File: config.mk
export PLATFORM = sky130hd
export DESIGN_NAME = bht_predictor
export DESIGN_NICKNAME = d
export VERILOG_FILES = /design/src/rtl/bht_predictor.sv
export SDC_FILE = /design/constraint.sdc
export NUM_CORES = 1
export LEC_CHECK = 0
export CORE_ASPECT_RATIO = 0.6
export CORE_UTILIZATION = 50
export CTS_CLUSTER_SIZE = 20
export DETAILED_ROUTE_END_ITERATION = 8
export PLACE_DENSITY = 0.69
export SLEW_MARGIN = 15
export SYNTH_ARGS = -nofsm -noshare
export SYNTH_HDL_FRONTEND = slang
export SYNTH_SLANG_ARGS = --single-unit
export TNS_END_PERCENT = 100
File: constraint.sdc
create_clock -name clock -period 8.76 [get_ports clock]
set_clock_uncertainty 0.1 [all_clocks]
set_input_delay 1.752 -clock clock [delete_from_list [all_inputs] [get_ports clock]]
set_output_delay 1.752 -clock clock [all_outputs]
set_load 0.02 [all_outputs]
File: src/rtl/bht_predictor.sv
// Branch history table: ENTRIES saturating counters indexed by PC, optionally gshare-hashed
// with a non-speculative global history. Table is swept to INIT_CTR after every reset.
module bht_predictor #(
    parameter int unsigned ENTRIES  = 64,
    parameter int unsigned CTR_BITS = 2,
    parameter int unsigned PC_WIDTH = 32,
    parameter int unsigned GHR_BITS = 6,
    parameter int unsigned INIT_CTR = 1,
    localparam int unsigned IDX_W   = $clog2(ENTRIES),
    localparam int unsigned GHR_W   = (GHR_BITS > 0) ? GHR_BITS : 1
) (
    input  logic                clock,
    input  logic                reset,
    output logic                ready,
    input  logic                lookup_valid,
    input  logic [PC_WIDTH-1:0] lookup_pc,
    output logic                predict_valid,
    output logic                predict_taken,
    output logic [IDX_W-1:0]    predict_idx,
    input  logic                update_valid,
    input  logic [IDX_W-1:0]    update_idx,
    input  logic                update_taken,
    output logic [GHR_W-1:0]    ghr
);

    localparam logic [0:0]          ST_INIT  = 1'b0;
    localparam logic [0:0]          ST_RUN   = 1'b1;
    localparam logic [CTR_BITS-1:0] CTR_MAX  = {CTR_BITS{1'b1}};
    localparam logic [CTR_BITS-1:0] CTR_ONE  = CTR_BITS'(1);
    localparam logic [CTR_BITS-1:0] CTR_RST  = CTR_BITS'(INIT_CTR);
    localparam logic [IDX_W-1:0]    IDX_ONE  = IDX_W'(1);
    localparam logic [IDX_W-1:0]    LAST_IDX = IDX_W'(ENTRIES - 1);

    function automatic logic [CTR_BITS-1:0] ctr_next(input logic [CTR_BITS-1:0] ctr,
                                                     input logic                taken);
        if (taken) begin
            return (ctr == CTR_MAX) ? ctr : ctr + CTR_ONE;
        end
        return (ctr == '0) ? ctr : ctr - CTR_ONE;
    endfunction

    logic [0:0]          state_q, state_d;
    logic [IDX_W-1:0]    ptr_q, ptr_d;
    logic [GHR_W-1:0]    ghr_q, ghr_d;
    logic [CTR_BITS-1:0] ctr_q [ENTRIES];
    logic [CTR_BITS-1:0] ctr_d [ENTRIES];
    logic                predict_valid_q, predict_valid_d;
    logic                predict_taken_q, predict_taken_d;
    logic [IDX_W-1:0]    predict_idx_q, predict_idx_d;

    logic                run;
    logic                upd_en;
    logic                lkp_en;
    logic [IDX_W-1:0]    ghr_ext;
    logic [IDX_W-1:0]    lkp_idx;
    logic [CTR_BITS-1:0] upd_ctr;
    logic [CTR_BITS-1:0] lkp_ctr;

    assign run    = (state_q == ST_RUN);
    assign upd_en = run & update_valid;
    assign lkp_en = run & lookup_valid;
    assign ready  = run;
    assign ghr    = ghr_q;

    assign predict_valid = predict_valid_q;
    assign predict_taken = predict_taken_q;
    assign predict_idx   = predict_idx_q;

    // Word-aligned PC: low two bits and bits above the index never reach the table.
    logic unused_pc;
    if (PC_WIDTH > IDX_W + 2) begin : g_pc_hi
        assign unused_pc = ^{lookup_pc[PC_WIDTH-1:IDX_W+2], lookup_pc[1:0]};
    end else begin : g_pc_exact
        assign unused_pc = ^lookup_pc[1:0];
    end

    if (GHR_BITS == 0) begin : g_bimodal
        assign ghr_ext = '0;
        assign ghr_d   = '0;
    end else if (GHR_BITS == 1) begin : g_ghr1
        assign ghr_ext = IDX_W'(ghr_q);
        assign ghr_d   = upd_en ? update_taken : ghr_q;
    end else begin : g_ghrn
        assign ghr_ext = IDX_W'(ghr_q);
        assign ghr_d   = upd_en ? {ghr_q[GHR_BITS-2:0], update_taken} : ghr_q;
    end

    // Lookup hashes with the pre-update history.
    assign lkp_idx = lookup_pc[IDX_W+1:2] ^ ghr_ext;
    assign upd_ctr = ctr_next(ctr_q[update_idx], update_taken);

    always_comb begin
        lkp_ctr = ctr_q[lkp_idx];
        // Same-cycle update to the looked-up entry is forwarded.
        if (upd_en && (update_idx == lkp_idx)) begin
            lkp_ctr = upd_ctr;
        end
    end

    always_comb begin
        state_d = state_q;
        ptr_d   = ptr_q;
        if (state_q == ST_INIT) begin
            ptr_d = ptr_q + IDX_ONE;
            if (ptr_q == LAST_IDX) begin
                state_d = ST_RUN;
                ptr_d   = '0;
            end
        end
    end

    always_comb begin
        ctr_d = ctr_q;
        if (state_q == ST_INIT) begin
            ctr_d[ptr_q] = CTR_RST;
        end else if (upd_en) begin
            ctr_d[update_idx] = upd_ctr;
        end
    end

    always_comb begin
        predict_valid_d = lkp_en;
        predict_taken_d = predict_taken_q;
        predict_idx_d   = predict_idx_q;
        if (lkp_en) begin
            predict_taken_d = lkp_ctr[CTR_BITS-1];
            predict_idx_d   = lkp_idx;
        end
    end

    always_ff @(posedge clock) begin
        if (reset) begin
            state_q         <= ST_INIT;
            ptr_q           <= '0;
            ghr_q           <= '0;
            predict_valid_q <= 1'b0;
            predict_taken_q <= 1'b0;
            predict_idx_q   <= '0;
        end else begin
            state_q         <= state_d;
            ptr_q           <= ptr_d;
            ghr_q           <= ghr_d;
            predict_valid_q <= predict_valid_d;
            predict_taken_q <= predict_taken_d;
            predict_idx_q   <= predict_idx_d;
        end
    end

    // No reset on the table itself; the INIT sweep rewrites every entry.
    always_ff @(posedge clock) begin
        for (int unsigned i = 0; i < ENTRIES; i++) begin
            ctr_q[i] <= ctr_d[i];
        end
    end

endmodule

# Word-level counts from Yosys, hierarchy flattened
# Index checks and enable logic that the tools add are counted.
# totals
memories,0
rom_bits,0
mem_bits_rw,0
inputBits,43
reg_bits,149
latchBits,0
# classes
n_mux,22
n_bitwise,9
mul,0
n_eq_ne,4
div,0
magnitude_cmp,5
addsub,3
n_shift,0
reduce_logical,4
# ops
op,count
2-to-1 mux 128 bit,2
bitwise mux 128 bit,1
AND 64 bit,1
NOT 64 bit,1
bitwise OR 64 bit,1
binary-select mux 2 bit (select 6 bit),2
demux 2 bit (select 6 bit),2
2-to-1 mux 2 bit,11
">= comparator 7 bit, second input constant",3
NOT 6 -> 7 bit,3
"less-than comparator 7 x 1 -> 1 bit, second input constant",2
"adder 6 x 1 -> 6 bit, second input constant",1
equality test 6 bit,1
"equality test 6 bit, second input constant",1
2-to-1 mux 6 bit,1
XOR 6 bit,1
logical AND 1 bit,3
2-to-1 mux 1 bit,3
"adder 2 x 1 -> 2 bit, second input constant",1
AND 1 bit,2
"equality test 2 bit, second input constant",1
zero test 2 bit,1
"inequality test 2 x 1 -> 1 bit, second input constant",1
"subtractor 2 x 1 -> 2 bit, second input constant",1

# Longest topological paths before layout
# Gate-level depths: netlist (run 1).
# logic_depth
depth_word,11
ltp_mapped,12
mapped_depth_nobuf,8

# Least setup slack after synthesis (run 1)
# OpenSTA, ideal clock, no wires.
# synth_timing
kind,input -> register
from,input port update_idx[0]
to,"register ctr_q[0] (netlist bit), data pin"
path_slack_ps,4465
n_path_buf,3
t_required_ps,8514
arrival_ps,4049
stages,11
cell_sequence,buf_2 > buf_4 > mux2_2 > a221oi_1 > a21oi_1 > o21ai_0 > nand4_1 > maj3_2 > buf_6 > or3_1 > a21oi_1
# synth_rtl
item,line_no,rtl
"start, declared",21,"input logic [IDX_W-1:0] update_idx,"
"end signal, assigned by index",152,ctr_q[i] <= ctr_d[i];
"end, declared",45,logic [CTR_BITS-1:0] ctr_q [ENTRIES];

==> results.json, run 1 <==
{
  "outcome": "complete, no violations",
  "yosysSeqAreaShare_pct": 44.25,
  "ioPinCount": 58,
  "crit_fanout": 43,
  "r2r_slack_ns": 4.93,
  "hold_buffers": 0,
  "post-route-min-period_ns": 5.829,
  "synth_most_common_cell": "o21ai_0",
  "leakage_nw": 3.332,
  "grt_pass1_vias": 7928,
  "antenna_found_initial": 0,
  "cts_sinks": 149,
  "crit_type": "input port to register",
  "synth_top_area_cell": "edfxtp_1",
  "drtIter0Drc": 1527,
  "r2r-start": "ctr_q[68]$_DFFE_PP_",
  "synthTopCellsByCount": "o21ai_0, edfxtp_1, nor2_1",
  "pre_cts_slack_ns": 2.755,
  "syn_avg_cell_area_um2": 9.257,
  "place_congestion": 0.9265,
  "first_pass_iters": 6,
  "power.density_nw_per_um2": 201.0,
  "critPathLaunchType": "input port",
  "cts_tree": "done",
  "max_cap_viol_count": 0,
  "grt_pass1_wl_um": 49970,
  "avgRoutedWirePerCell_um": 26.86,
  "cts_resized": 0,
  "yosysTopAreaCellShare_pct": 39.89,
  "numCtsBuffers": 17,
  "fin_crit_sh_pct": 66.54,
  "rsz0062_at_grt": "false",
  "drive_gt1_share_pct": 8.200,
  "hold_depth": 2,
  "grt_max_degree": 82,
  "cpMostUsedCell": "buf_4",
  "nets": 1031,
  "floorplan.initialDensity_pct": 52.24,
  "ys_warn_count": 0,
  "cp-end-kind": "register",
  "dieArea_um2": 19850,
  "die-width_um": 181.2,
  "slowest_stage": "nand4b_1",
  "finalHoldViolations": 0,
  "synth_top_flop_cell": "edfxtp_1",
  "synth_cells": 1041,
  "synth_area_um2": 9637,
  "relSlewSlack_pct": 17.94,
  "tightest_slew_ns": 1.227,
  "critPathArrivalTime_ns": 5.87,
  "numPortBuffers": 31,
  "overflow": 0,
  "clockBufferDepth": 2,
  "die_h_um": 109.5,
  "max_freq_ghz": 0.1716,
  "synth_edf_count": 128,
  "layout_setup_ws_ns": 2.931,
  "vias": 8974,
  "grt_usage_pct": 34.19,
  "irDropWorstVdd_mv": 0.1386,
  "crit_required_ns": 8.80,
  "async_reset_ff_share_pct": 0,
  "cts.clk_slew.worst_paths_ns": 0.07,
  "areaGrowthSynthToFinish_pct": 8.699,
  "hp-start": "predict_idx[1]$_SDFFE_PP0P_",
  "ant_nets": 0,
  "dp_hpwl_um": 20350,
  "startpoint": "update_idx[0]",
  "yosys-top-cells-area": "edfxtp_1, o21ai_0, mux4_2",
  "ys_ff_latch": 149,
  "drv_slew": 0,
  "ctsHtreeMaxLevel": 4,
  "r2r_cells": 8,
  "synth_nets": 1085,
  "diodes": 0,
  "cp_cell_sequence": "buf_4, buf_4, nor2_1, a221o_1, a222oi_1, o22a_1, nand4_1, maj3_1, nand4b_1, o22ai_1",
  "critPathMaxStageDelay_ns": 0.72,
  "cts_setup_buffers": 0,
  "cts-root-buf": "clkbuf_16",
  "insertion_delay_ns": 0.44,
  "routed_via_density": 7.237,
  "route.detailed.drc": 0,
  "setup_violations": 0,
  "synth_cell_types": 65,
  "rows": 38,
  "drt_wl_total_um": 33300,
  "hold_class": "register to register",
  "core_um2": 18450,
  "fin_tns_setup_ns": 0
}
[per-layer routing]
metal	GRT usage [%]	up-vias	routed length [um]
met2	46.90	740	13550
met3	10.63	72	5148
met4	9.746	0	747
met1	51.10	4283	13860
met5	0	-	0
li1	-	3879	-
[power breakdown]
part / internal (mW) / switching, mW / total, mW
clock network: 0.514 / 0.305 / 0.819
logic: 0.134 / 0.204 / 0.337
registers: 0.882 / 0.0666 / 0.949
[placed cells by master (no fill, tap or decap), types with 7 or more instances in the layout]
master	Yosys	routed
o22ai_1	68	68
a22oi_1	8	8
clkdlybuf4s50_1	0	28
nand3_1	26	26
nor2_1	95	95
clkbuf_16	0	17
mux2i_1	31	31
mux2_2	7	7
buf_4	2	12
mux4_2	20	20
nand3b_1	8	8
edfxtp_1	128	128
o21ai_0	135	135
a211oi_1	7	7
nand2_1	30	30
or3_1	69	69
dfxtp_1	21	20
a21oi_1	83	83
nor3_1	70	70
nor2b_1	8	8
and3_1	7	7
xnor2_1	10	10
[flip-flops by register name, summed over array words and instances (netlist names)]
signal and flops:
predict_valid 1, ready 1, ptr_q 6, ghr 6, predict_taken 1, ctr_q 128
predict_idx 6
[cells by family (layout without fill, tap and decap cells)]
kind of cell	Yosys count	in the layout	synth area share, %
compound gates	341	341	20.48
fa+ha+maj	3	3	0.3505
flops	149	149	44.25
simple gates	352	352	18.98
buf+inv	119	78	5.414
xor+xnor	17	17	1.545
mux	60	60	8.985
[critical path, delay by kind of cell]
| kind | cells | cell delay, ns |
|---|---|---|
| AOI/OAI and AO/OA | 4 | 1.32 |
| adders and majority gates | 1 | 0.60 |
| and+or+nand+nor | 3 | 1.11 |
| buffers and inverters | 2 | 1.03 |
[area by class of cell]
class / instances / area [um2]
fill: 1601 / 7973
multi-input combinational: 773 / 4877
sequential: 149 / 4268
clock buffer: 24 / 461.7
timing repair buffer: 42 / 380.4
tap: 240 / 300.3
clock inverter: 8 / 172.7
inverter: 4 / 15.01
[final timing paths]
| path | to |
|---|---|
| worst max-delay path | ctr_q[7]$_DFFE_PP_ |
| worst min-delay path | predict_idx[1]$_SDFFE_PP0P_ |
| worst max register to register | ctr_q[7]$_DFFE_PP_ |
| worst min register to register | predict_idx[1]$_SDFFE_PP0P_ |
[metrics by stage]
| stage | hold WS, ns | util (%) | instances | power, mW | instance area [um2] |
|---|---|---|---|---|---|
| finish | 0.3983 | 56.78 | 1240 | 2.105 | 10480 |
| global route | 0.4395 | 56.78 | 1240 | 2.161 | 10480 |
| detailed placement | 0.3961 | 53.34 | 1208 | 1.279 | 9841 |
| CTS | 0.4025 | 56.78 | 1240 | 2.081 | 10480 |
| global placement | 0.3854 | 53.34 | 1208 | 1.268 | 9841 |
| floorplan | 0.4646 | - | 1041 | 1.173 | 9637 |
Power figures use the tool's default switching activity.
==> run 2, diff against run 1 <==
==> constraint.sdc (replaced) <==
create_clock -name clock -period 6 [get_ports clock]
set_clock_uncertainty 0.1 [all_clocks]
set_input_delay 1.2 -clock clock [delete_from_list [all_inputs] [get_ports clock]]
set_output_delay 1.2 -clock clock [all_outputs]
set_load 0.02 [all_outputs]
==> run 2 against run 1 <==
First-iteration DRC count is 5.2% higher. Critical endpoint is now ctr_q[85]$_DFFE_PP_. Non-clock buffer count grew 20. Utilization increased by 0.64 points. Sequential power is 46% higher. Setup slack worse by 1.8 ns. Via count barely moved. Critical path type unchanged. Flip-flop and latch count is the same. Clock power rose by 36%. Sequential share of layout area decreased by 0.46 points. Total power grew 42%.
==> results.json, run 2 (same netlist as run 1, synthesis figures left out) <==
{
  "grt_pass1_vias": 8080,
  "hold_depth": 2,
  "r2r-start": "ctr_q[23]$_DFFE_PP_",
  "pre_cts_slack_ns": 0.8731,
  "relSlewSlack_pct": 28.01,
  "critPathMaxStageDelay_ns": 0.78,
  "floorplan.initialDensity_pct": 52.24,
  "hp-start": "predict_idx[1]$_SDFFE_PP0P_",
  "wl_met3_um": 4945,
  "hold_end": "predict_idx[1]$_SDFFE_PP0P_",
  "routed_via_density": 7.127,
  "largest_reg_flops": 128,
  "cts_resized": 0,
  "grt_max_degree": 111,
  "fillers": 1588,
  "r2r_slack_ns": 2.12,
  "crit_fanout": 53,
  "outcome": "complete, no violations",
  "drive_gt1_share_pct": 10.29,
  "avgRoutedWirePerCell_um": 26.25,
  "grt_pass1_wl_um": 49950,
  "rows": 38,
  "max_freq_ghz": 0.2035,
  "tightest_slew_ns": 1.077,
  "cts-root-buf": "clkbuf_16",
  "final_cell_mix": "o21ai_0, edfxtp_1, nor2_1",
  "vias": 8980,
  "top_register": "ctr_q",
  "hold_ws_ns": 0.4020,
  "drtIter0Drc": 1607,
  "insertion_delay_ns": 0.44,
  "critical_path_buf_inv_count": 2,
  "wl_met1_um": 13940,
  "place_congestion": 1.009,
  "wl_met2_um": 13490,
  "clockBufferDepth": 2,
  "route.top_layer_used": "met4",
  "fin_tns_setup_ns": 0,
  "antenna_found_initial": 1,
  "first_pass_iters": 6,
  "numPortBuffers": 31,
  "r2r_cells": 9,
  "die-width_um": 181.2,
  "dieArea_um2": 19850,
  "ctsHtreeMaxLevel": 4,
  "r2r_end": "ctr_q[85]$_DFFE_PP_",
  "fin_crit_sh_pct": 81.91,
  "cp-end-kind": "register",
  "ioPinCount": 58,
  "drt_wl_total_um": 33080,
  "irDropWorstVdd_mv": 0.1996,
  "grt_usage_pct": 34.05,
  "core_um2": 18450,
  "setup_violations": 0,
  "post-route-min-period_ns": 4.915,
  "final_core_util_pct": 57.43,
  "crit_type": "input port to register",
  "cts_setup_buffers": 0,
  "place_area_um2": 10000,
  "hold_class": "register to register",
  "ant_nets": 0,
  "layout_setup_ws_ns": 1.085,
  "final_area_um2": 10590,
  "slowest_stage": "o41ai_1",
  "critPathLaunchType": "input port",
  "drv_slew": 0,
  "areaGrowthSynthToFinish_pct": 9.932,
  "leakage_nw": 3.389,
  "cp_cell_sequence": "buf_4, nand2b_1, o22ai_1, o41ai_1, o221a_2, nand4_1, maj3_1, nand3_1, buf_4, o22ai_1",
  "hold_buffers": 0,
  "critPathTopFamily": "compound AO/OA/AOI/OAI gates",
  "power.density_nw_per_um2": 282.8,
  "rsz0062_at_grt": "false",
  "numCtsBuffers": 17,
  "overflow": 0,
  "cts_tree": "done",
  "final_common_cell": "o21ai_0",
  "die_h_um": 109.5,
  "finalHoldViolations": 0,
  "max_cap_viol_count": 0,
  "route.detailed.drc": 0,
  "critPathArrivalTime_ns": 4.94,
  "crit_required_ns": 6.03,
  "cts.clk_slew.worst_paths_ns": 0.06,
  "diodes": 0,
  "nets": 1051,
  "cts_sinks": 149,
  "dp_hpwl_um": 21250
}
run 2: cell count changes in the layout (fill, tap and decap cells not counted), sizes merged:
| cell | previous run | this run |
|---|---|---|
| clkinvlp | 0 | 6 |
| buf | 14 | 34 |
| bufinv | 5 | 3 |
| clkinv | 3 | 5 |
| clkbuf | 24 | 18 |
run 2: area by class of cell:
cell class,count,area (um2),area share [%]
sequential,149,4268,40.29
clock buffer,18,429.2,4.051
clock inverter,14,161.4,1.524
tap,240,300.3,2.835
multi-input combinational,773,4877,46.04
inverter,4,15.01,0.1417
timing repair buffer,62,543.0,5.126
run 2: worst reg2reg max path, stage by stage (launching register included):
cell and delay (ns):
edfxtp_1 0.41, nor4bb_1 0.17, a41o_1 0.25, o41ai_1 0.81, o221a_2 0.36, nand4_1 0.09, maj3_1 0.57, nand3_1 0.49
buf_4 0.25, o22ai_1 0.08
run 2: worst max path at each step:
stage                           to  depth (start not counted)           from  slack [ns]
4_1_cts        ctr_q[85]$_DFFE_PP_                         10  update_idx[0]        1.30
2_1_floorplan   ctr_q[0]$_DFFE_PP_                         11  update_idx[0]        2.26
5_1_grt         ctr_q[5]$_DFFE_PP_                         10  update_idx[1]        1.05
3_5_place_dp   ctr_q[37]$_DFFE_PP_                         10  update_idx[0]        0.87
3_3_place_gp   ctr_q[37]$_DFFE_PP_                         10  update_idx[0]        0.96
6_report       ctr_q[85]$_DFFE_PP_                         10  update_idx[0]        1.09
run 2: routing by layer:
metal,up-vias,GRT usage [%]
met2,690,47.36
met3,66,10.77
li1,3919,-
met5,-,0
met1,4305,49.67
met4,0,11.44
run 2: where the power goes:
| part | leakage, nW | switching (mW) | internal, mW | total (mW) |
|---|---|---|---|---|
| Combinational | 1.56 | 0.299 | 0.203 | 0.502 |
| Sequential | 1.56 | 0.0980 | 1.29 | 1.39 |
| Clock | 0.269 | 0.458 | 0.650 | 1.11 |
| Total | 3.39 | 0.855 | 2.14 | 3.00 |
run 2: per-stage QoR:
stage | instances | power [mW]
after global routing | 1260 | 3.071
after floorplan | 1041 | 1.712
final | 1260 | 2.996
after global placement | 1228 | 1.865
after detailed placement | 1228 | 1.880
after CTS | 1260 | 2.963
==> run 3, diff against run 2 <==
--- a/config.mk
+++ b/config.mk
@@ -9,7 +9,7 @@
 export CORE_UTILIZATION = 50
 export CTS_CLUSTER_SIZE = 20
 export DETAILED_ROUTE_END_ITERATION = 8
-export PLACE_DENSITY = 0.69
+export PLACE_DENSITY = 0.72
 export SLEW_MARGIN = 15
 export SYNTH_ARGS = -nofsm -noshare
 export SYNTH_HDL_FRONTEND = slang
==> constraint.sdc (replaced) <==
create_clock -name clock -period 4.4 [get_ports clock]
set_clock_uncertainty 0.1 [all_clocks]
set_input_delay 0.88 -clock clock [delete_from_list [all_inputs] [get_ports clock]]
set_output_delay 0.88 -clock clock [all_outputs]
set_load 0.02 [all_outputs]
==> run 3 against run 2 <==
Critical path depth is the same. Sequential share of layout area down 0.27 points. Die area did not move. Wire length shrank 0.72%. Clock-buffer cell count is 9 higher. Critical path type unchanged. Non-clock buffer count increased by 17. Hold slack got worse by 0.00075 ns. Setup slack got worse by 0.64 ns.
==> results.json, run 3 (same netlist as run 1, synthesis figures left out) <==
{
  "crit_type": "input port to register",
  "relSlewSlack_pct": 23.53,
  "max_cap_viol_count": 0,
  "cp-end-kind": "register",
  "cts_tree": "done",
  "drtIter0Drc": 1672,
  "post-route-min-period_ns": 3.951,
  "routed_via_density": 7.068,
  "grt_pass1_vias": 8049,
  "clockBufferDepth": 2,
  "fin_tns_setup_ns": 0,
  "crit_required_ns": 4.44,
  "antenna_found_initial": 0,
  "insertion_delay_ns": 0.44,
  "grt_usage_pct": 33.86,
  "die-width_um": 181.2,
  "grt_pass1_wl_um": 49540,
  "max_freq_ghz": 0.2531,
  "first_pass_iters": 6,
  "clockPowerShare_pct": 34.2,
  "tightest_slew_ns": 1.144,
  "comb_power_share_pct": 17.3,
  "dp_hpwl_um": 21830,
  "ctsHtreeMaxLevel": 4,
  "outcome": "complete, no violations",
  "place_congestion": 0.9854,
  "hold_buffers": 0,
  "hold_ws_ns": 0.4012,
  "overflow": 0,
  "final_cell_mix": "o21ai_0, edfxtp_1, nor2_1",
  "grt_max_degree": 216,
  "layout.area.seq_um2": 4268,
  "p_seq_share_pct": 48.6,
  "dieArea_um2": 19850,
  "cts_sinks": 149,
  "drive_gt1_share_pct": 11.38,
  "numCtsBuffers": 17,
  "nets": 1068,
  "finalHoldViolations": 0,
  "critPathArrivalTime_ns": 3.99,
  "ioPinCount": 58,
  "die_h_um": 109.5,
  "floorplan.initialDensity_pct": 52.24,
  "final_area_um2": 10670,
  "fillers": 1622,
  "setup_violations": 0,
  "cts_setup_buffers": 0,
  "core_um2": 18450,
  "areaGrowthSynthToFinish_pct": 10.69,
  "rsz0062_at_grt": "false",
  "ant_nets": 0,
  "critPathLaunchType": "input port",
  "place_area_um2": 10140,
  "internal-power_mw": 2.802,
  "cts-root-buf": "clkbuf_16",
  "rows": 38,
  "netSwitchingPower_mw": 1.121,
  "drt_wl_total_um": 32840,
  "route.detailed.drc": 0,
  "crit_fanout": 11,
  "avgRoutedWirePerCell_um": 25.69,
  "leakage_nw": 3.451,
  "hold_class": "register to register",
  "cts_resized": 0,
  "irDropWorstVdd_mv": 0.2986,
  "largest_reg_flops": 128,
  "fin_crit_sh_pct": 89.81,
  "switching_share_pct": 28.57,
  "top_register": "ctr_q",
  "vias": 9033,
  "cts.clk_slew.worst_paths_ns": 0.06,
  "final_common_cell": "o21ai_0",
  "multi_input_area_um2": 4877,
  "power.density_nw_per_um2": 367.8,
  "drv_slew": 0,
  "numPortBuffers": 31
}
[run 3: final cells by class]
class / instances / area share (%)
Multi-Input combinational cell: 773 / 45.72
Sequential cell: 149 / 40.01
Timing Repair Buffer: 79 / 6.405
Clock buffer: 27 / 4.622
Tap cell: 240 / 2.815
Clock inverter: 5 / 0.2581
Inverter: 4 / 0.1408
Antenna cell: 1 / 0.02346
[run 3: final timing paths]
kind,start,endpoint,slack (ns),depth (start not counted)
setup reg to reg,ctr_q[76]$_DFFE_PP_,ctr_q[55]$_DFFE_PP_,0.99,9
hold reg to reg,predict_idx[3]$_SDFFE_PP0P_,predict_idx[3]$_SDFFE_PP0P_,0.40,2
setup / recovery,update_idx[3],ctr_q[55]$_DFFE_PP_,0.45,10
hold / removal,predict_idx[3]$_SDFFE_PP0P_,predict_idx[3]$_SDFFE_PP0P_,0.40,2
[run 3: layer usage]
metal,vias up,part of all wire [%],GRT usage [%]
met3,69,17,14.04
met1,4299,41,48.32
met2,718,40,45.38
met5,-,0,0
li1,3947,-,-
met4,0,2.4,12.05
[run 3: critical path, cell delays in order]
cell             delay [ns]
clkdlybuf4s50_1        0.69
and3b_1                0.36
a221oi_1               0.29
a21oi_1                0.10
a211oi_1               0.35
nand4_1                0.23
maj3_1                 0.57
nand4b_1               0.21
buf_4                  0.21
o22ai_1                0.09
[run 3: per-stage QoR]
stage	utilization, %	total power, mW	setup slack [ns]	instances
global route	57.81	4.031	0.3094	1277
global placement	54.99	2.541	0.1843	1245
detailed placement	54.99	2.568	0.1267	1245
finish	57.82	3.923	0.4485	1278
floorplan	-	2.335	0.9772	1041
CTS	57.81	3.879	0.5618	1277
[run 3: power groups by stage]
stage / Clock, mW / Sequential [mW] / Combinational, mW
CTS: 1.34 / 1.89 / 0.651
finish: 1.34 / 1.90 / 0.677
global route: 1.39 / 1.92 / 0.719
detailed placement: 0 / 1.92 / 0.647
floorplan: 0 / 1.85 / 0.484
global placement: 0 / 1.91 / 0.629
